### config.mk
export PLATFORM = sky130hd
export DESIGN_NAME = spi_rx
export DESIGN_NICKNAME = d
export VERILOG_FILES = /design/src/rtl/spi_rx.sv
export SDC_FILE = /design/constraint.sdc
export NUM_CORES = 1
export LEC_CHECK = 0
export CORE_UTILIZATION = 50
export DETAILED_ROUTE_END_ITERATION = 8
export GPL_ROUTABILITY_DRIVEN = 0
export GPL_TIMING_DRIVEN = 0
export PLACE_DENSITY = 0.7
export SLEW_MARGIN = 20
export SYNTH_ARGS = -nofsm -noshare
export SYNTH_HDL_FRONTEND = slang
export SYNTH_SLANG_ARGS = --single-unit
### constraint.sdc
create_clock -name clk -period 2.75 [get_ports clk]
set_input_delay 0.4125 -clock clk [delete_from_list [all_inputs] [get_ports clk]]
set_output_delay 0.4125 -clock clk [all_outputs]
set_load 0.01 [all_outputs]
### src/rtl/spi_rx.sv
// Serial digit-link receiver: deserializes 16-bit MSB-first frames {4 x, addr, digit} into a 16-entry digit bank.
// Latency: frame_valid 1 cycle after the 16th sampling edge; rd_data 1 cycle after rd_addr. No backpressure.
module spi_rx #(
    parameter int FRAME_BITS = 16,
    parameter int ADDR_W     = 4,
    parameter int DATA_W     = 8
) (
    input  logic              clk,
    input  logic              rst,
    input  logic              ss,
    input  logic              data_in,
    input  logic [ADDR_W-1:0] rd_addr,
    output logic [DATA_W-1:0] rd_data,
    output logic [ADDR_W-1:0] addr_out,
    output logic [DATA_W-1:0] data_out,
    output logic              frame_valid,
    output logic              frame_err,
    output logic              busy
);
    localparam int CNT_W = $clog2(FRAME_BITS);
    localparam int KEEP_W = ADDR_W + DATA_W;
    localparam int DEPTH = 2 ** ADDR_W;

    typedef enum logic [1:0] {IDLE, SHIFT, HOLD} state_t;

    state_t              state_q;
    logic [CNT_W-1:0]    cnt_q;
    // Only the low addr+digit bits are kept; the don't-care nibble shifts off the top.
    logic [KEEP_W-2:0]   shreg_q;
    logic [DATA_W-1:0]   bank_q [DEPTH];
    logic [DATA_W-1:0]   rd_data_q;
    logic [ADDR_W-1:0]   addr_out_q;
    logic [DATA_W-1:0]   data_out_q;
    logic                frame_valid_q;
    logic                frame_err_q;
    logic                busy_q;

    logic [KEEP_W-1:0]   frame_d;
    logic [ADDR_W-1:0]   waddr_d;
    logic [DATA_W-1:0]   wdata_d;
    logic                wr_en_d;

    assign frame_d = {shreg_q, data_in};
    assign waddr_d = frame_d[KEEP_W-1:DATA_W];
    assign wdata_d = frame_d[DATA_W-1:0];
    assign wr_en_d = (state_q == SHIFT) && ss && (cnt_q == CNT_W'(FRAME_BITS - 1));

    always_ff @(posedge clk) begin
        if (rst) begin
            state_q       <= IDLE;
            cnt_q         <= '0;
            shreg_q       <= '0;
            rd_data_q     <= '0;
            addr_out_q    <= '0;
            data_out_q    <= '0;
            frame_valid_q <= 1'b0;
            frame_err_q   <= 1'b0;
            busy_q        <= 1'b0;
            for (int i = 0; i < DEPTH; i++) bank_q[i] <= '0;
        end else begin
            frame_valid_q <= 1'b0;
            frame_err_q   <= 1'b0;
            // Write-first: a read of the address being written sees the new digit.
            rd_data_q <= (wr_en_d && (waddr_d == rd_addr)) ? wdata_d : bank_q[rd_addr];
            if (wr_en_d) bank_q[waddr_d] <= wdata_d;

            case (state_q)
                IDLE: begin
                    if (ss) begin
                        shreg_q <= {{(KEEP_W-2){1'b0}}, data_in};
                        cnt_q   <= CNT_W'(1);
                        state_q <= SHIFT;
                        busy_q  <= 1'b1;
                    end
                end
                SHIFT: begin
                    if (!ss) begin
                        frame_err_q <= 1'b1;
                        cnt_q       <= '0;
                        state_q     <= IDLE;
                        busy_q      <= 1'b0;
                    end else if (wr_en_d) begin
                        addr_out_q    <= waddr_d;
                        data_out_q    <= wdata_d;
                        frame_valid_q <= 1'b1;
                        cnt_q         <= '0;
                        state_q       <= HOLD;
                        busy_q        <= 1'b0;
                    end else begin
                        shreg_q <= frame_d[KEEP_W-2:0];
                        cnt_q   <= cnt_q + CNT_W'(1);
                    end
                end
                HOLD: begin
                    if (!ss) state_q <= IDLE;
                end
                default: begin
                    state_q <= IDLE;
                    busy_q  <= 1'b0;
                end
            endcase
        end
    end

    assign rd_data     = rd_data_q;
    assign addr_out    = addr_out_q;
    assign data_out    = data_out_q;
    assign frame_valid = frame_valid_q;
    assign frame_err   = frame_err_q;
    assign busy        = busy_q;
endmodule

# Yosys cells after proc, flatten, opt, wreduce, memory -nomap -nowiden
# Memory sizes are Yosys's and may differ from the RTL's. A register that Yosys moved wholly into a read port is not among the register bits.
# Index checks and enable logic that the tools add are counted.
# word_totals
reg_bits	32
latchBits	0
ram_bits	128
romBits	0
inputBits	8
output_inout_bits	23
word_cells	59
mem_count	1
# mem_list
memory	words	width	rd	rd_clocked_by_memory_dff	wr	line	rtl
bank_q	16	8	1	1	16	30	logic [DATA_W-1:0] bank_q [DEPTH];
# op_classes
add_sub_neg	1
multipliers	0
n_div	0
order_cmp	0
n_eq_ne	8
n_shift	0
muxes	26
n_bitwise	3
n_reduce_logical	12
# op_table
op	count
$mux W11	3
$pmux W11 S2	1
$mux W4	4
$mux W1	10
$reduce_and A3 Y1	3
$mux W2	4
$mux W8	1
$ne A2 B2 Y1 const B	4
$pmux W4 S2	1
$reduce_or A8 Y1	1
$pmux W2 S3	1
$add A4 B1 Y4 const B	1
$eq A4 B4 Y1 const B	1
$reduce_and A4 Y1	1
$ne A3 B3 Y1 const B	1
$not A1 Y1	3
$pmux W1 S3	1
$reduce_or A3 Y1	1
$eq A2 B1 Y1 const B	1
$eq A2 B2 Y1 const B	1
$logic_and A1 B1 Y1	2
$logic_not A2 Y1	1
$reduce_and A2 Y1	1
$reduce_bool A2 Y1	1
$reduce_or A2 Y1	1

# Depth between registers and ports, before layout
# Gate-level depths: netlist of the first run.
# depth
word_depth	8
ltp_mapped	7
ltp_nobuf	5

# Worst setup path before layout of the first run
# OpenSTA, ideal clock, no wires.
# synth_path
kind	register to register
startpoint	reg cnt_q[0]
endpoint	mem bank_q[0][0], enable pin
setup_ps	309
arrival_ps	1677
required_ps	2441
setup_slack_ps	763
stages_incl_launch_ff	7
n_path_buf	1
synth_period_minus_slack_ps	1987
path_cell_list	dfxtp_1 > ha_1 > nand3_1 > or2_4 > buf_12 > nor4_4 > or2_2
# synth_lines
item	line	rtl
start, declared	27	logic [CNT_W-1:0] cnt_q;
start signal, assigned	91	cnt_q <= cnt_q + CNT_W'(1);
end, declared	30	

==> impl_metrics.ini, run 1 <==
[hold_path]
hold_path.class = flop to flop
worstHoldStart = data_out[3]
holdPathStages = 2
hold_end = data_out[3]

[sta]
grt_setup_unrepaired = false
setup_viol_count_final = 0
maxSlewViolCount = 0
fin_setup_tns_ns = 0
fin_crit_ns = 2.45
finalClockSkew_ns = 0.00785
tightest_slew_ns = 0.792
final.period_utilization = 0.891
hold_violations = 0
fmax_ghz = 0.408
slew_headroom = 0.472

[setup_path]
start_kind = flop
cp.required_ns = 2.86
cp.arrival_ns = 2.57
path_class = flop to flop
crit_start = cnt_q[0]
r2r-start = cnt_q[0]
timing.rr.end = bank_q[6][4]
crit_path_end_kind = flop
critPathMaxFanout = 10
rr_worst_depth = 6
regToRegSetupSlack_ns = 0.30

[grt]
grt_pass1_vias = 4702
grt_antenna_before_repair = 0
grt-ovfl-total = 0
grt_max_degree = 17
grt_pass1_wl_um = 27600
track_usage = 0.246

[routing]
ant_nets = 0
drt_iter0_drc = 446
wl_um = 18100
via_per_inst = 5.84
post_drt_wl_per_cell_um = 22.7
drcViolationCount = 2
drt-pass1-iter-count = 7
vias = 4656

[synthesis]
yosysWarnings = 0
synth-main-ff-cell = edfxtp_1
syn-cell-area_mm2 = 0.00763
synth.top_cell.area_share = 0.504
synthesis.nets = 563
synth-edff-count = 128
yosys-top-cells-area = edfxtp_1, and2_1, dfxtp_1, mux4_2, nor3_4
synth_area_leader_cell = edfxtp_1
ys_types = 41
yosysSeqAreaShare = 0.609
synth_seq_cells = 168
syn_avg_cell_area_um2 = 13.8
synth_cells = 554
async_flop_share = 0

[clock_tree]
htree_levels = 4
cts_root_buf = clkbuf_16
post_cts_buffers = 0
cts_buffer_depth = 2
clk_latency_ns = 0.43
path_clk_slew_ns = 0.06
holdBufCountCts = 0
cts_resized = 0
cts_tree = built
clock_sinks = 168
cts_buffers = 17

[final_layout]
final_common_cell = and2_1
fill_cells = 1149
drive_above_1_share = 0.181
diodes = 0
area_growth_pct = 14.8
multiInputGateArea_mm2 = 0.00278
ff_latch_area_mm2 = 0.00464
num-nets-final = 609
final_cell_mix = and2_1, edfxtp_1, dfxtp_1
design_area_mm2 = 0.00876

[floorplan]
die_height_um = 126
die_w_um = 126
num_io_pins = 31
rows = 44
initial_core_util = 0.519
coreArea_mm2 = 0.0147
die_area_mm2 = 0.0158

[power_and_ir_drop]
p_leak_nw = 3.13
peakVddDrop_mv = 0.479
powerDensity_mw_per_mm2 = 655

[placed_design]
dpl_cell_area_mm2 = 0.00813
io_buffers = 27
dp_hpwl_um = 12400

[run]
maxCapViolations = 0

[run_status]
outcome = finished, violations left
violations = DRC
-- layout make-up --
type | count | area share
multi-input cells | 343 | 0.317
plain buffers | 42 | 0.0233
repair buffers | 27 | 0.0309
inverters | 1 | 0.000429
clock buffers | 22 | 0.0554
well taps | 184 | 0.0263
flip-flops and latches | 168 | 0.530
clock inverters | 10 | 0.0161
-- worst max path at each step --
stage                     depth (start not counted)           end  slack (ns)
final                                             6  bank_q[6][4]        0.30
after global routing                              6  bank_q[6][6]        0.18
after CTS                                         6  bank_q[6][6]        0.30
after detailed placement                          6  bank_q[6][2]       -0.06
after global placement                            6  bank_q[6][4]       -0.05
after floorplan                                   6  bank_q[0][0]        0.76
-- state kept, by name, indices dropped and copies added, names as in the netlist --
register and count:
state_q 2, bank_q 128, data_out 8, frame_err 1, frame_valid 1, rd_data 8
shreg_q 11, addr_out 4, cnt_q 4, busy 1
-- power breakdown --
group	switching [mW]	leakage, nW	internal, mW
combinational	0.191	1.28	0.151
clock	0.994	0.302	1.53
sequential	0.0339	1.55	2.83
total	1.22	3.13	4.51
-- critical path: stages, from the launching register on --
cell	delay, ns
dfxtp_1	0.37
ha_1	0.21
nand3_1	0.22
or2_4	0.35
buf_12	0.17
nor4_4	0.44
or2_2	0.37
-- cell families after synthesis --
family,share of synthesized area
xor+xnor,0.00459
buf+inv,0.0272
compound gates,0.0510
mux,0.0959
flops,0.609
simple gates,0.211
fa+ha+maj,0.00164
-- cell usage after synthesis, drive strengths merged (9+ instances only) --
| master | instances |
|---|---|
| o21ai | 9 |
| nor3 | 15 |
| mux4 | 32 |
| buf | 12 |
| and2 | 129 |
| nor2 | 28 |
| or2 | 17 |
| edfxtp | 128 |
| clkbuf | 30 |
| dfxtp | 40 |
| a22oi | 10 |
| nand2 | 29 |
| nand3 | 12 |
| a21oi | 16 |
| a22o | 16 |
-- metal layers --
layer / GRT usage / vias up / wire length, um
met5: 0 / - / 0
met3: 0.0591 / 25 / 990
met2: 0.409 / 130 / 9080
met4: 0.0796 / 0 / 286
li1: - / 2098 / -
met1: 0.317 / 2403 / 7720
-- metrics by stage --
| step | hold WS [ns] | std cells | total power, mW | utilization | worst slack, ns |
|---|---|---|---|---|---|
| after floorplan | 0.454 | 554 | 3.12 | - | 0.763 |
| after global placement | 0.447 | 765 | 3.25 | 0.553 | -0.0515 |
| after detailed placement | 0.452 | 765 | 3.26 | 0.553 | -0.0620 |
| after CTS | 0.460 | 797 | 5.74 | 0.596 | 0.304 |
| after global routing | 0.483 | 797 | 5.87 | 0.596 | 0.182 |
| final | 0.460 | 797 | 5.73 | 0.596 | 0.298 |
No activity file was read; power rests on OpenSTA's default activity.
==> run 2: changes to the inputs <==
- CORE_UTILIZATION: 50 -> 60
- PLACE_DENSITY: 0.7 -> 0.81
- RECOVER_POWER: default -> 50
- SETUP_SLACK_MARGIN: default -> 0.15
==> impl_metrics.ini, run 2 (synthesis results as in run 1) <==
[clock_tree]
holdBufCountCts = 0
clock_sinks = 168
cts_buffers = 17
cts_resized = 0
path_clk_slew_ns = 0.06
cts_root_buf = clkbuf_16
post_cts_buffers = 0
cts_tree = built
cts_buffer_depth = 2
htree_levels = 4
clk_latency_ns = 0.43

[power_and_ir_drop]
power_frac_seq = 0.521
power_frac_comb = 0.061
power_frac_clock = 0.418
switchingPower_mw = 1.15
powerDensity_mw_per_mm2 = 635
internal-power_mw = 4.35
swShare = 0.208
p_total_mw = 5.50
peakVddDrop_mv = 0.331
p_leak_nw = 3.10

[final_layout]
top_regs = bank_q: 128 flops, shreg_q: 11 flops
fin_util = 0.709
drive_above_1_share = 0.168
fill_cells = 820
multiInputGateArea_mm2 = 0.00275
ff_latch_area_mm2 = 0.00464
instances_no_fill = 781
area_growth_pct = 13.4
top_register = bank_q
final_cell_mix = edfxtp_1, and2_1, and2_0
num-nets-final = 609
diodes = 0
largest_reg_flops = 128
final_common_cell = edfxtp_1
design_area_mm2 = 0.00866

[setup_path]
crit_path_end_kind = flop
cp_top_family = simple AND/OR/NAND/NOR gates
cp.arrival_ns = 2.68
path_cells = dlygate4sd3_1 > nand3b_4 > or2_4 > buf_4 > nor3_2 > or2_2
cpPeakStageDelay_ns = 0.72
critPathMaxFanout = 10
path_class = input pin to flop
start_kind = input pin
crit_cells = 6
cp.required_ns = 2.87
cp.buffers_inverters = 2
cp_slowest_cell = dlygate4sd3_1
rr_worst_depth = 6

[sta]
grt_setup_unrepaired = false
maxSlewViolCount = 0
hold_violations = 0
fin_crit_ns = 2.56
timing.final.ws_setup_ns = 0.186
tightest_slew_ns = 1.40
fmax_ghz = 0.390
final.period_utilization = 0.932
slew_headroom = 0.0598
setup_viol_count_final = 0
hold_ws_ns = 0.458
fin_setup_tns_ns = 0
finalClockSkew_ns = 0.00873

[floorplan]
coreArea_mm2 = 0.0122
initial_core_util = 0.625
rows = 40
die_w_um = 115
num_io_pins = 31
die_height_um = 115
die_area_mm2 = 0.0132

[grt]
grt-ovfl-total = 0
grt_antenna_before_repair = 0
grt_pass1_vias = 4858
track_usage = 0.297
grt_pass1_wl_um = 27300
grt_max_degree = 17

[run]
maxCapViolations = 0

[hold_path]
hold_path.class = flop to flop
holdPathStages = 2

[run_status]
outcome = finished clean

[routing]
vias = 4811
drt-pass1-iter-count = 5
drt_iter0_drc = 560
via_per_inst = 6.16
drcViolationCount = 0
wl_um = 17900
post_drt_wl_per_cell_um = 22.9
ant_nets = 0

[placed_design]
io_buffers = 27
place_ws_ns = -0.0398
place_inst = 749
dpl_cell_area_mm2 = 0.00811
dp_hpwl_um = 11900
-- run 2: cell count changes in the layout (fill, tap and decap cells not counted), sizes merged --
cell | previous run | this run
clkinvlp | 2 | 0
buf | 12 | 10
inv | 2 | 1
bufinv | 3 | 0
dlygate4sd3 | 0 | 24
clkbuf | 52 | 62
clkdlybuf4s50 | 27 | 3
clkinv | 4 | 2
-- run 2: metal layers --
layer  global-route usage  share of wire
met5                    0              0
met4                0.151          0.039
met3               0.0601          0.087
met2                0.486           0.50
met1                0.383           0.37
-- run 2: path summary, 6_finish.rpt --
path,from,to,slack (ns)
max,ss,bank_q[8][5],0.19
min,data_out[1],data_out[1],0.46
max reg2reg,cnt_q[0],bank_q[8][5],0.25
min reg2reg,data_out[1],data_out[1],0.46
-- run 2: tightest hold or removal path, delay by kind of cell, from the launching register on --
kind | cells | cell delay (ns)
DFF | 1 | 0.31
and+or+nand+nor | 1 | 0.05
AOI/OAI and AO/OA | 1 | 0.05
-- run 2: layout make-up --
type / count / share of cell area
Timing Repair Buffer: 27 / 0.0312
Buffer: 42 / 0.0233
Multi-Input combinational cell: 343 / 0.318
Inverter: 1 / 0.000434
Clock buffer: 30 / 0.0649
Sequential cell: 168 / 0.537
Clock inverter: 2 / 0.00116
Tap cell: 168 / 0.0243
-- run 2: power by group through the flow --
| stage | sequential, mW | combinational [mW] | clock (mW) |
|---|---|---|---|
| 6_report | 2.86 | 0.333 | 2.30 |
| 5_1_grt | 2.87 | 0.353 | 2.37 |
| 4_1_cts | 2.87 | 0.337 | 2.30 |
| 3_5_place_dp | 2.92 | 0.336 | 0 |
| 3_3_place_gp | 2.91 | 0.328 | 0 |
| 2_1_floorplan | 2.91 | 0.216 | 0 |
==> run 3: changes to the inputs <==
- CORE_MARGIN: default -> 2
- CORE_UTILIZATION: 60 -> 61
- PLACE_DENSITY: 0.81 -> 0.82
==> impl_metrics.ini, run 3 (synthesis results as in run 1) <==
[setup_path]
cp.arrival_ns = 2.68
crit_path_end_kind = flop
cp.required_ns = 2.87
cp_top_family = simple AND/OR/NAND/NOR gates
critPathMaxFanout = 10
cpPeakStageDelay_ns = 0.50
start_kind = flop
path_cells = ha_1 > nand3_1 > or2_0 > buf_12 > nor3_2 > or2_2
crit_cells = 6
path_class = flop to flop
rr_worst_depth = 6
cp.buffers_inverters = 1
cp_slowest_cell = nor3_2

[power_and_ir_drop]
powerDensity_mw_per_mm2 = 626
p_leak_nw = 3.07
power_frac_seq = 0.530
power_frac_comb = 0.062
power_frac_clock = 0.408
switchingPower_mw = 1.14
internal-power_mw = 4.26
peakVddDrop_mv = 0.325
p_total_mw = 5.40
swShare = 0.212

[sta]
final.period_utilization = 0.933
fin_setup_tns_ns = 0
hold_violations = 0
tightest_slew_ns = 1.11
grt_setup_unrepaired = false
finalClockSkew_ns = 0.0107
fmax_ghz = 0.390
fin_crit_ns = 2.56
maxSlewViolCount = 0
setup_viol_count_final = 0
slew_headroom = 0.254

[final_layout]
final_common_cell = edfxtp_1
final_cell_mix = edfxtp_1, and2_1, and2_0
drive_above_1_share = 0.165
area_growth_pct = 13.1
design_area_mm2 = 0.00863
top_regs = bank_q: 128 flops, shreg_q: 11 flops
num-nets-final = 609
instances_no_fill = 781
largest_reg_flops = 128
diodes = 0
top_register = bank_q

[hold_path]
hold_path.class = flop to flop
holdPathStages = 2

[floorplan]
num_io_pins = 31
die_height_um = 116
initial_core_util = 0.630
die_area_mm2 = 0.0134
rows = 40
die_w_um = 116
coreArea_mm2 = 0.0121

[clock_tree]
clk_latency_ns = 0.44
cts_buffer_depth = 2
cts_resized = 0
post_cts_buffers = 0
htree_levels = 4
holdBufCountCts = 0
cts_tree = built
clock_sinks = 168
cts_buffers = 17
cts_root_buf = clkbuf_16
path_clk_slew_ns = 0.06

[placed_design]
io_buffers = 27
place_inst = 749
dpl_cell_area_mm2 = 0.00811
dp_hpwl_um = 11700

[routing]
ant_nets = 0
dr_wl_met3_um = 1430
via_per_inst = 6.03
dr.max_layer_used = met4
m1WireLength_um = 6780
vias = 4709
drt-pass1-iter-count = 6
drcViolationCount = 0
drt_iter0_drc = 543
wl_met2_um = 8700
wl_um = 17400
post_drt_wl_per_cell_um = 22.3

[grt]
track_usage = 0.278
grt_antenna_before_repair = 0
grt_pass1_vias = 4661
grt_max_degree = 17
grt-ovfl-total = 0
grt_pass1_wl_um = 26300

[run]
maxCapViolations = 0

[run_status]
outcome = finished clean
==> run 3: cell count changes in the layout (fill, tap and decap cells not counted), moves of 2 or more <==
cell / before / now
and2_0: 46 / 49
and2_1: 83 / 80
clkinv_2: 2 / 4
o21ai_0: 5 / 9
o21ai_1: 4 / 0
==> run 3: final cells by class <==
type	count	area [um2]
timing repair buffer	27	270
multi-input combinational	343	2760
fill	834	3480
inverter	1	3.75
clock inverter	4	20.0
tap	168	210
sequential	168	4640
clock buffer	28	519
buffer	42	201
==> run 3: metal layers <==
| layer | GRT usage | up-vias |
|---|---|---|
| met5 | 0 | - |
| met4 | 0.121 | 0 |
| met3 | 0.0622 | 49 |
| met2 | 0.449 | 236 |
| met1 | 0.366 | 2322 |
| li1 | - | 2102 |
==> run 3: through the flow <==
| stage | worst slack, ns | utilization | hold slack (ns) |
|---|---|---|---|
| 6_report | 0.185 | 0.713 | 0.453 |
| 5_1_grt | 0.129 | 0.713 | 0.474 |
| 4_1_cts | 0.327 | 0.714 | 0.457 |
| 3_5_place_dp | -0.0451 | 0.670 | 0.450 |
| 3_3_place_gp | -0.0113 | 0.670 | 0.445 |
| 2_1_floorplan | 0.763 | - | 0.454 |
==> run 3: final timing paths <==
path	start	end	slack, ns
worst min register to register	data_out[7]	data_out[7]	0.45
worst max-delay path	cnt_q[0]	bank_q[3][0]	0.19
worst max register to register	cnt_q[0]	bank_q[3][0]	0.19
worst min-delay path	data_out[7]	data_out[7]	0.45
==> run 3: worst register-to-register path, cell delays in order, from the launching register on <==
cell and delay, ns:
dfxtp_1 0.37, ha_1 0.19, nand3_1 0.21, or2_0 0.41, buf_12 0.22, nor3_2 0.50
or2_2 0.36
==> run 3: power groups by stage <==
stage	clock network [mW]	registers, mW	logic [mW]
2_1_floorplan	0	2.91	0.216
3_3_place_gp	0	2.91	0.330
6_report	2.20	2.86	0.336
4_1_cts	2.19	2.86	0.339
3_5_place_dp	0	2.92	0.336
5_1_grt	2.29	2.87	0.354
